[src/rtl/muldiv_seq_if.sv]
`default_nettype none
// ============================================================================
//  Module      : muldiv_seq_if
//  Description : Request/response bundle between the control unit and the
//                iterative multiply/divide unit (operands in, HI/LO out).
//  Revision    : 1.0  initial release
// ============================================================================
interface muldiv_seq_if #(
   parameter int WIDTH = 32
) ();
   logic             start;
   logic [1:0]       op;
   logic [WIDTH-1:0] a;
   logic [WIDTH-1:0] b;
   logic             busy;
   logic             done;
   logic             div_zero;
   logic [WIDTH-1:0] hi;
   logic [WIDTH-1:0] lo;

   // Requester side: issues operations, consumes results
   modport master (
      output start, op, a, b,
      input  busy, done, div_zero, hi, lo
   );

   // Execution-unit side
   modport slave (
      input  start, op, a, b,
      output busy, done, div_zero, hi, lo
   );
endinterface
`default_nettype wire

[src/rtl/muldiv_seq.sv]
`default_nettype none
// ============================================================================
//  Module      : muldiv_seq
//  Description : Iterative multiply/divide unit producing HI/LO for
//                MULT/MULTU/DIV/DIVU. One result bit per clock: shift-add on
//                operand magnitudes for multiply, restoring division for
//                divide, followed by a single sign-correction cycle.
//  Revision    : 1.0  initial release
// ============================================================================
module muldiv_seq #(
   parameter int WIDTH     = 32,
   parameter bit SIGNED_EN = 1'b1
) (
   input  wire logic    clk,
   input  wire logic    reset,
   muldiv_seq_if.slave  bus
);

   localparam int             CW     = (WIDTH > 1) ? $clog2(WIDTH) : 1;
   localparam logic [CW-1:0]  C_LAST = CW'(WIDTH - 1);

   typedef enum logic [1:0] {
      S_IDLE = 2'd0,
      S_RUN  = 2'd1,
      S_FIN  = 2'd2
   } state_t;

   state_t             r_state;
   state_t             w_state_nxt;
   logic               w_accept;
   logic               w_fin;

   logic [CW-1:0]      r_cnt;
   logic               r_is_div;
   logic               r_divz;
   logic               r_neg_lo;     // sign of product / quotient
   logic               r_neg_hi;     // sign of remainder (dividend sign)
   logic [WIDTH-1:0]   r_opnd;       // multiplicand magnitude or divisor magnitude
   logic [2*WIDTH-1:0] r_acc;        // {upper, lower} working accumulator

   logic               r_done;
   logic               r_div_zero;
   logic [WIDTH-1:0]   r_hi;
   logic [WIDTH-1:0]   r_lo;

   // Operand decode at the accepting edge
   logic               w_is_div_in;
   logic               w_signed_in;
   logic               w_a_neg;
   logic               w_b_neg;
   logic               w_divz_in;
   logic [WIDTH-1:0]   w_a_mag;
   logic [WIDTH-1:0]   w_b_mag;

   assign w_is_div_in = bus.op[1];
   assign w_signed_in = SIGNED_EN && !bus.op[0];
   assign w_a_neg     = w_signed_in & bus.a[WIDTH-1];
   assign w_b_neg     = w_signed_in & bus.b[WIDTH-1];
   assign w_a_mag     = w_a_neg ? -bus.a : bus.a;
   assign w_b_mag     = w_b_neg ? -bus.b : bus.b;
   assign w_divz_in   = w_is_div_in && (bus.b == '0);

   // Multiply step: conditionally add multiplicand to the upper half, shift right
   logic [WIDTH:0]     w_mul_sum;
   logic [2*WIDTH-1:0] w_mul_step;

   assign w_mul_sum  = {1'b0, r_acc[2*WIDTH-1:WIDTH]} + (r_acc[0] ? {1'b0, r_opnd} : '0);
   assign w_mul_step = {w_mul_sum, r_acc[WIDTH-1:1]};

   // Divide step: shift partial remainder left by one, trial-subtract divisor
   logic [WIDTH:0]     w_div_trial;
   logic               w_div_ge;
   logic [WIDTH-1:0]   w_div_rem;
   logic [2*WIDTH-1:0] w_div_step;

   assign w_div_trial = {r_acc[2*WIDTH-1:WIDTH], r_acc[WIDTH-1]} - {1'b0, r_opnd};
   assign w_div_ge    = ~w_div_trial[WIDTH];
   // When the trial fails the shifted remainder is below the divisor, so its top bit is 0
   assign w_div_rem   = w_div_ge ? w_div_trial[WIDTH-1:0]
                                 : {r_acc[2*WIDTH-2:WIDTH], r_acc[WIDTH-1]};
   assign w_div_step  = {w_div_rem, r_acc[WIDTH-2:0], w_div_ge};

   // Sign-corrected results presented on the finishing edge
   logic [2*WIDTH-1:0] w_prod_fix;
   logic [WIDTH-1:0]   w_quot_fix;
   logic [WIDTH-1:0]   w_rem_fix;

   assign w_prod_fix = r_neg_lo ? -r_acc : r_acc;
   assign w_quot_fix = r_neg_lo ? -r_acc[WIDTH-1:0] : r_acc[WIDTH-1:0];
   assign w_rem_fix  = r_neg_hi ? -r_acc[2*WIDTH-1:WIDTH] : r_acc[2*WIDTH-1:WIDTH];

   // State register
   always_ff @(posedge clk or posedge reset) begin
      if (reset) r_state <= S_IDLE;
      else       r_state <= w_state_nxt;
   end

   // Next-state and control strobes; divide-by-zero skips the iterations
   always_comb begin
      w_state_nxt = r_state;
      w_accept    = 1'b0;
      w_fin       = 1'b0;
      case (r_state)
         S_IDLE: begin
            if (bus.start) begin
               w_accept    = 1'b1;
               w_state_nxt = w_divz_in ? S_FIN : S_RUN;
            end
         end
         S_RUN: begin
            if (r_cnt == C_LAST) w_state_nxt = S_FIN;
         end
         S_FIN: begin
            w_fin       = 1'b1;
            w_state_nxt = S_IDLE;
         end
         default: w_state_nxt = S_IDLE;
      endcase
   end

   // Operand capture and one-bit-per-cycle iteration
   always_ff @(posedge clk or posedge reset) begin
      if (reset) begin
         r_cnt    <= '0;
         r_is_div <= 1'b0;
         r_divz   <= 1'b0;
         r_neg_lo <= 1'b0;
         r_neg_hi <= 1'b0;
         r_opnd   <= '0;
         r_acc    <= '0;
      end else if (w_accept) begin
         r_cnt    <= '0;
         r_is_div <= w_is_div_in;
         r_divz   <= w_divz_in;
         r_neg_lo <= w_a_neg ^ w_b_neg;
         r_neg_hi <= w_a_neg;
         if (w_is_div_in) begin
            r_opnd <= w_b_mag;
            r_acc  <= {{WIDTH{1'b0}}, w_a_mag};
         end else begin
            r_opnd <= w_a_mag;
            r_acc  <= {{WIDTH{1'b0}}, w_b_mag};
         end
      end else if (r_state == S_RUN) begin
         r_cnt <= r_cnt + 1'b1;
         r_acc <= r_is_div ? w_div_step : w_mul_step;
      end
   end

   // Result registers and completion pulses; HI/LO hold except on a real finish
   always_ff @(posedge clk or posedge reset) begin
      if (reset) begin
         r_hi       <= '0;
         r_lo       <= '0;
         r_done     <= 1'b0;
         r_div_zero <= 1'b0;
      end else begin
         r_done     <= w_fin;
         r_div_zero <= w_fin & r_divz;
         if (w_fin && !r_divz) begin
            if (r_is_div) begin
               r_hi <= w_rem_fix;
               r_lo <= w_quot_fix;
            end else begin
               r_hi <= w_prod_fix[2*WIDTH-1:WIDTH];
               r_lo <= w_prod_fix[WIDTH-1:0];
            end
         end
      end
   end

   assign bus.busy     = (r_state != S_IDLE);
   assign bus.done     = r_done;
   assign bus.div_zero = r_div_zero;
   assign bus.hi       = r_hi;
   assign bus.lo       = r_lo;

endmodule
`default_nettype wire

[src/flat_wrapper.sv]
// flat-port wrapper written by rule: the top's interface ports become plain ports
module muldiv_seq_flat 
#(
   parameter int WIDTH     = 32,
   parameter bit SIGNED_EN = 1'b1
)
  (clk, reset, bus_start, bus_op, bus_a, bus_b, bus_busy, bus_done, bus_div_zero, bus_hi, bus_lo);
  muldiv_seq_if #(.WIDTH(WIDTH)) bus_i ();
  input  wire logic clk;
  input  wire logic reset;
  input wire logic [$bits(bus_i.start)-1:0] bus_start;
  input wire logic [$bits(bus_i.op)-1:0] bus_op;
  input wire logic [$bits(bus_i.a)-1:0] bus_a;
  input wire logic [$bits(bus_i.b)-1:0] bus_b;
  output wire logic [$bits(bus_i.busy)-1:0] bus_busy;
  output wire logic [$bits(bus_i.done)-1:0] bus_done;
  output wire logic [$bits(bus_i.div_zero)-1:0] bus_div_zero;
  output wire logic [$bits(bus_i.hi)-1:0] bus_hi;
  output wire logic [$bits(bus_i.lo)-1:0] bus_lo;
  assign bus_i.start = bus_start;
  assign bus_i.op = bus_op;
  assign bus_i.a = bus_a;
  assign bus_i.b = bus_b;
  assign bus_busy = bus_i.busy;
  assign bus_done = bus_i.done;
  assign bus_div_zero = bus_i.div_zero;
  assign bus_hi = bus_i.hi;
  assign bus_lo = bus_i.lo;
  muldiv_seq #(.WIDTH(WIDTH), .SIGNED_EN(SIGNED_EN)) u_core (.clk(clk), .reset(reset), .bus(bus_i));
endmodule
[config.mk]
export PLATFORM = sky130hd
export DESIGN_NAME = muldiv_seq_flat
export DESIGN_NICKNAME = d
export VERILOG_FILES = /design/src/rtl/muldiv_seq_if.sv /design/src/rtl/muldiv_seq.sv /design/src/flat_wrapper.sv
export SDC_FILE = /design/constraint.sdc
export NUM_CORES = 1
export LEC_CHECK = 0
export BUFFER_PORTS_ARGS = -buffer_cell sky130_fd_sc_hd__buf_4
export CAP_MARGIN = 10
export CORE_MARGIN = 5
export CORE_UTILIZATION = 55
export CTS_CLUSTER_SIZE = 10
export DETAILED_ROUTE_END_ITERATION = 10
export GPL_ROUTABILITY_DRIVEN = 0
export GPL_TIMING_DRIVEN = 0
export PLACE_DENSITY = 0.85
export RECOVER_POWER = 25
export SYNTH_ARGS = -nofsm -noshare
export SYNTH_HDL_FRONTEND = slang
export SYNTH_SLANG_ARGS = --single-unit
[constraint.sdc]
create_clock -name clk -period 4.35 [get_ports clk]
set_clock_uncertainty 0.1 [all_clocks]
set_input_delay 0 -clock clk [delete_from_list [all_inputs] [get_ports clk]]
set_output_delay 0 -clock clk [all_outputs]
set_load 0.01 [all_outputs]
# After elaboration in Yosys (flattened, before gate mapping)
# Cells that the tools add are included.
[word_totals] ff_bits=173 in_bits=69 output_inout_bits=67 wordCells=62
[op_classes] n_addsub=8 n_eq_ne=5 mux=23 bitwise_logic=5 reduce_logical=9
[ops] op="$mux W32" n=10
[ops] op="$mux W64" n=4
[ops] op="$neg A32 Y32" n=4
[ops] op="$neg A64 Y64" n=1
[ops] op="$add A32 B33 Y33" n=1
[ops] op="$sub A33 B32 Y33" n=1
[ops] op="$logic_not A32 Y1" n=1
[ops] op="$mux W5" n=2
[ops] op="$mux W2" n=3
[ops] op="$add A5 B1 Y5 const B" n=1
[ops] op="$eq A5 B5 Y1 const B" n=1
[ops] op="$pmux W2 S2" n=1
[ops] op="$reduce_bool A2 Y1" n=2
[ops] op="$and A1 B1 Y1" n=3
[ops] op="$mux W1" n=3
[ops] op="$eq A2 B1 Y1 const B" n=1
[ops] op="$eq A2 B2 Y1 const B" n=1
[ops] op="$logic_and A1 B1 Y1" n=2
[ops] op="$logic_not A1 Y1" n=2
[ops] op="$logic_not A2 Y1" n=1
[ops] op="$ne A2 B1 Y1 const B" n=1
[ops] op="$ne A2 B2 Y1 const B" n=1
[ops] op="$reduce_and A2 Y1" n=1
[ops] op="$not A1 Y1" n=1
[ops] op="$xor A1 B1 Y1" n=1

# Logic depth before layout (Yosys ltp)
[logic_depth] depth_word=5 mapped_depth=16 ltp_nobuf=15

# Worst setup path after synthesis
# OpenSTA, ideal clock, no wires.
[synth_path] kind="reg2reg" start="reg u_core.r_acc[0]" end="reg u_core.r_acc[60]" setup_time_ps=134 t_arrival_ps=3110 t_required_ps=4116 setup_slack_ps=1006 path_stages_with_launch=17 path_buffers=2 synth_period_minus_slack_ps=3344 path_cell_list="dfrtp_1 -> inv_1 -> buf_1 -> nor2_1 -> ha_1 -> clkbuf_1 -> nand4_1 -> or2_2 -> a211o_1 -> a31oi_1 -> o21ai_0 -> o21ai_0 -> a31o_2 -> a21oi_1 -> xnor2_1 -> a22oi_1 -> o21ai_0"
[synth_between] elab_chain_len=5
[synth_rtl] item="from (decl)" line_no="muldiv_seq.sv:39" source="logic [2*WIDTH-1:0] r_acc;"
[synth_rtl] item="from (signal assigned)" line_no="muldiv_seq.sv:139" source="r_acc <= {{WIDTH{1'b0}}, w_a_mag};"
[synth_rtl] item="from (signal assigned)" line_no="muldiv_seq.sv:142" source="r_acc <= {{WIDTH{1'b0}}, w_b_mag};"
[synth_rtl] item="from (signal assigned)" line_no="muldiv_seq.sv:146" source="r_acc <= r_is_div ? w_div_step : w_mul_step;"
[synth_rtl] item="$mux W32" line_no="muldiv_seq.sv:67" source="assign w_mul_sum = {1'b0, r_acc[2*WIDTH-1:WIDTH]} + (r_acc[0] ? {1'b0, r_opnd} : '0);"
[synth_rtl] item="$add A32 B33 Y33" line_no="muldiv_seq.sv:67"
[synth_rtl] item="$mux W64" line_no="muldiv_seq.sv:146"
[synth_rtl] item="$mux W64" line_no="muldiv_seq.sv:144" source="end else if (r_state == S_RUN) begin"
[synth_rtl] item="$mux W64" line_no="muldiv_seq.sv:131" source="end else if (w_accept) begin"
# Every way passes these cells. The select of a mux whose other input is x is not followed.
# A chain may end at the register's enable or synchronous reset.

# Final worst setup path
[layout_path] start="reg u_core.r_acc[31]" end="reg u_core.r_acc[53]"
[layout_between] elab_chain_len=5
[layout_rtl] item="$sub A33 B32 Y33" line_no="muldiv_seq.sv:76" source="assign w_div_trial = {r_acc[2*WIDTH-1:WIDTH], r_acc[WIDTH-1]} - {1'b0, r_opnd};"
[layout_rtl] item="$mux W32" line_no="muldiv_seq.sv:79" source="assign w_div_rem = w_div_ge ? w_div_trial[WIDTH-1:0]"
[layout_rtl] item="$mux W64" line_no="muldiv_seq.sv:146"
[layout_rtl] item="$mux W64" line_no="muldiv_seq.sv:144"
[layout_rtl] item="$mux W64" line_no="muldiv_seq.sv:131"
# Every way passes these cells. The select of a mux whose other input is x is not followed.

==> results.md <==
- Grt peak-use layer: met2
- Leakage: approximately 7.4 nW
- Met1 Track Usage GR: 0.422
- All-Layer GR Usage: 0.324
- Initial core utilization: 0.559
- RSZ-0062 raised after global routing: no
- First drt pass iteration count: 10
- Worst setup margin: between 0.1 and 0.15 ns
- Startpoint types: flip-flop
- Area of the die: just under 30000 sq um
- Num CTS Buffers: 17
- Power Total: roughly 0.014 W
- Pre-CTS WS: roughly 0.067 ns
- CP Launch Point: u_core.r_acc[31]$_DFFE_PP0P_
- CTS tree: built
- Commonest non-fill, non-tap cell in the layout: o21ai_0
- Post-route insts no fill: between 2000 and 2500
- Synth Flop Type: dfrtp_1
- Max Fclk: approximately 240 MHz
- Final setup viols: 0
- Min Hold Slack: 0.0108 ns
- Worst relative slew slack: -0.100
- Share of layout cells above drive strength 1: 0.0796
- Drt total wl: ~48000 um
- Latest clock arrival within the worst-skew pair: between 0.4 and 0.5 ns
- Clock sinks: approximately 170
- Drt drc: 0
- Seq/Total Area, Yosys: 0.307
- Core box area: roughly 25000 sq um
- Outcome: complete, but fails checks
- Diodes inserted: 0
- Syn_area_per_cell: 7.93 sq um
- Synth Cell Area: about 14000 sq um
- Most frequent cells in the layout: 226 x o21ai_0, 213 x nand2_1, 172 x dfrtp_1
- Reg2reg start: u_core.r_acc[31]$_DFFE_PP0P_
- Initial antenna violation count: 3
- Post-route ant nets: 0
- Final Hold Fails: 0
- Post-synth EDFFs: 0
- Cell variety after synth: 74
- Clock slew seen by the registers of the worst setup and hold paths: roughly 0.070 ns
- Grt met2 use: 0.502
- Mapped Cells: 1777
- DIE WIDTH: ~170 um
- Final Max Slew Viols: 33
- CTS Buffer Depth: 2
- CP Capture Type: flip-flop
- Synthesized flop and latch total: around 170
- First-pass GRT wire length: approximately 76000 um
- Pwr/cell area: around 830 nW/um^2
- DR iter-0 viols: between 2000 and 2500
- Worst vdd ir: 0.594 mV
- Vias in the first global route: around 15000
- Post-synth ARST share: 1.00
- # fillers: 1934
- Yosys warns: 0
- Die H: around 170 um
- Met3 GRT Util: 0.0892
- Post-route minimum period: between 4 and 5 ns
- Crit Path Class: reg2reg
- IO Port Bufs: 135
- CP max FO: 10
- WL per Instance: slightly above 20 um
- Crit path DAT: 4.41 ns
- Hold_sp: bus_b[3]
- Vias/cell: 6.48
- Worst-Margin Slew: between 1.5 and 2 ns
- CTS root buffer: clkbuf_16
- Hold Path Class: in2reg
- Post-DP HPWL: about 36000 um
- Cell Rows: between 50 and 60
- Via count: about 15000
- Largest net degree at the start of global routing: 46
- Failing checks: capacitance limit, slew limit
- H-tree levels: 4
- Ports: between 100 and 150
- Post-synth net total: 1918
- Max Cap Viol: 1
- P&R area growth vs syn: 18.4%
- Final Cycle Share: 0.968
- Placed cells: approximately 2200
- Total grt overflow: 0
- Final setup TNS: 0 ns
- CP Data Required Time: about 4.6 ns
- Nets: around 2100
## layout make-up
class | count | area [sq um] | share of cell area
Inverter | 69 | 264 | 0.0158
Clock buffer | 17 | 425 | 0.0255
Buffer | 105 | 419 | 0.0251
Timing Repair Buffer | 202 | 1540 | 0.0921
Multi-Input combinational cell | 1430 | 9090 | 0.545
Sequential cell | 173 | 4330 | 0.260
Tap cell | 330 | 413 | 0.0248
Clock inverter | 15 | 195 | 0.0117
## critical path, cell delays in order, from the launching register on
cell and delay [ns]:
dfrtp_1 0.50, inv_1 0.16, ha_1 0.27, fa_1 0.43, nand2b_1 0.21, a21oi_2 0.24, o211ai_1 0.17, o211ai_1 0.31
a311o_1 0.34, nand2_1 0.11, o211ai_1 0.20, buf_4 0.23, buf_2 0.37, mux2i_1 0.31, o211ai_1 0.11
## routing by layer
layer,vias up,routed length [um]
li1,6778,-
met1,6989,18200
met2,1141,21400
met3,261,6430
met4,2,2390
met5,-,13
## cells in the mapped netlist, drive strengths merged (4+ instances only)
master / number / area [sq um]
nor3b: 4 / 30.0
xnor2: 85 / 744
nand4: 5 / 31.3
nand2: 214 / 806
nor2: 146 / 556
o22ai: 5 / 31.3
a211oi: 9 / 67.6
and3: 7 / 43.8
and2: 11 / 71.3
ha: 70 / 876
or4: 7 / 56.3
or2: 5 / 31.3
nor3: 31 / 155
nand2b: 24 / 158
inv: 67 / 251
buf: 20 / 95.1
or3: 9 / 61.3
o21ai: 229 / 1150
nor4: 16 / 106
a21o: 32 / 240
dfrtp: 173 / 4330
a21oi: 142 / 711
o21a: 7 / 52.6
a22oi: 14 / 105
a221oi: 4 / 35.0
o21bai: 6 / 45.0
o31ai: 17 / 128
a211o: 6 / 52.6
nand3: 22 / 110
nor2b: 13 / 81.3
clkbuf: 85 / 320
mux2i: 65 / 651
a31oi: 14 / 87.6
o211ai: 68 / 510
o41ai: 8 / 70.1
xor2: 87 / 762
nand3b: 8 / 72.6
## repair_timing
action	CTS	global route
hold endpoints to repair	80	0
setup buffers	0	1
endpoints found under the setup margin	0	18
hold buffers	62	0
resized for setup	0	9
## sequential cells by signal, summed over array words and instances (netlist names), 2 cells and up
register / flops
u_core.bus.lo: 32
u_core.r_acc: 64
u_core.r_state: 2
u_core.r_cnt: 5
u_core.r_opnd: 32
u_core.bus.hi: 32
## cell families (layout without fill, tap and decap cells)
group	count (synthesis)	in the layout	synth area share
AO/OA/AOI/OAI	592	592	0.253
flip-flops	173	173	0.307
XOR/XNOR	172	172	0.107
adder cells (fa/ha/maj)	72	72	0.0650
AND/OR/NAND/NOR	528	528	0.173
buffers and inverters	174	408	0.0479
multiplexers	66	66	0.0470
## worst paths after layout
kind	cells past startpoint	endpoint	slack, ns
setup / recovery	14	u_core.r_acc[53]$_DFFE_PP0P_	0.14
hold / removal	5	u_core.r_acc[3]$_DFFE_PP0P_	0.01
setup reg to reg	14	u_core.r_acc[53]$_DFFE_PP0P_	0.14
hold reg to reg	2	u_core.bus.hi[18]$_DFFE_PP0P_	0.38
max in group asynchronous	4	u_core.bus.hi[3]$_DFFE_PP0P_	1.87
min in group asynchronous	3	u_core.bus.lo[16]$_DFFE_PP0P_	0.41
## report_power, final
group,switching [W],leakage (nW),internal [W]
clock network,0.000752,0.292,0.000875
registers,0.000773,2.01,0.00220
logic,0.00549,5.05,0.00368
## per-stage QoR
stage                     utilization  instance area (sq um)
after CTS                       0.669                  16800
after global placement          0.616                  15500
final                           0.662                  16700
after global routing            0.662                  16700
after detailed placement        0.620                  15600
after floorplan                     -                  14100
Note: power is estimated with default switching activity, not from simulation.
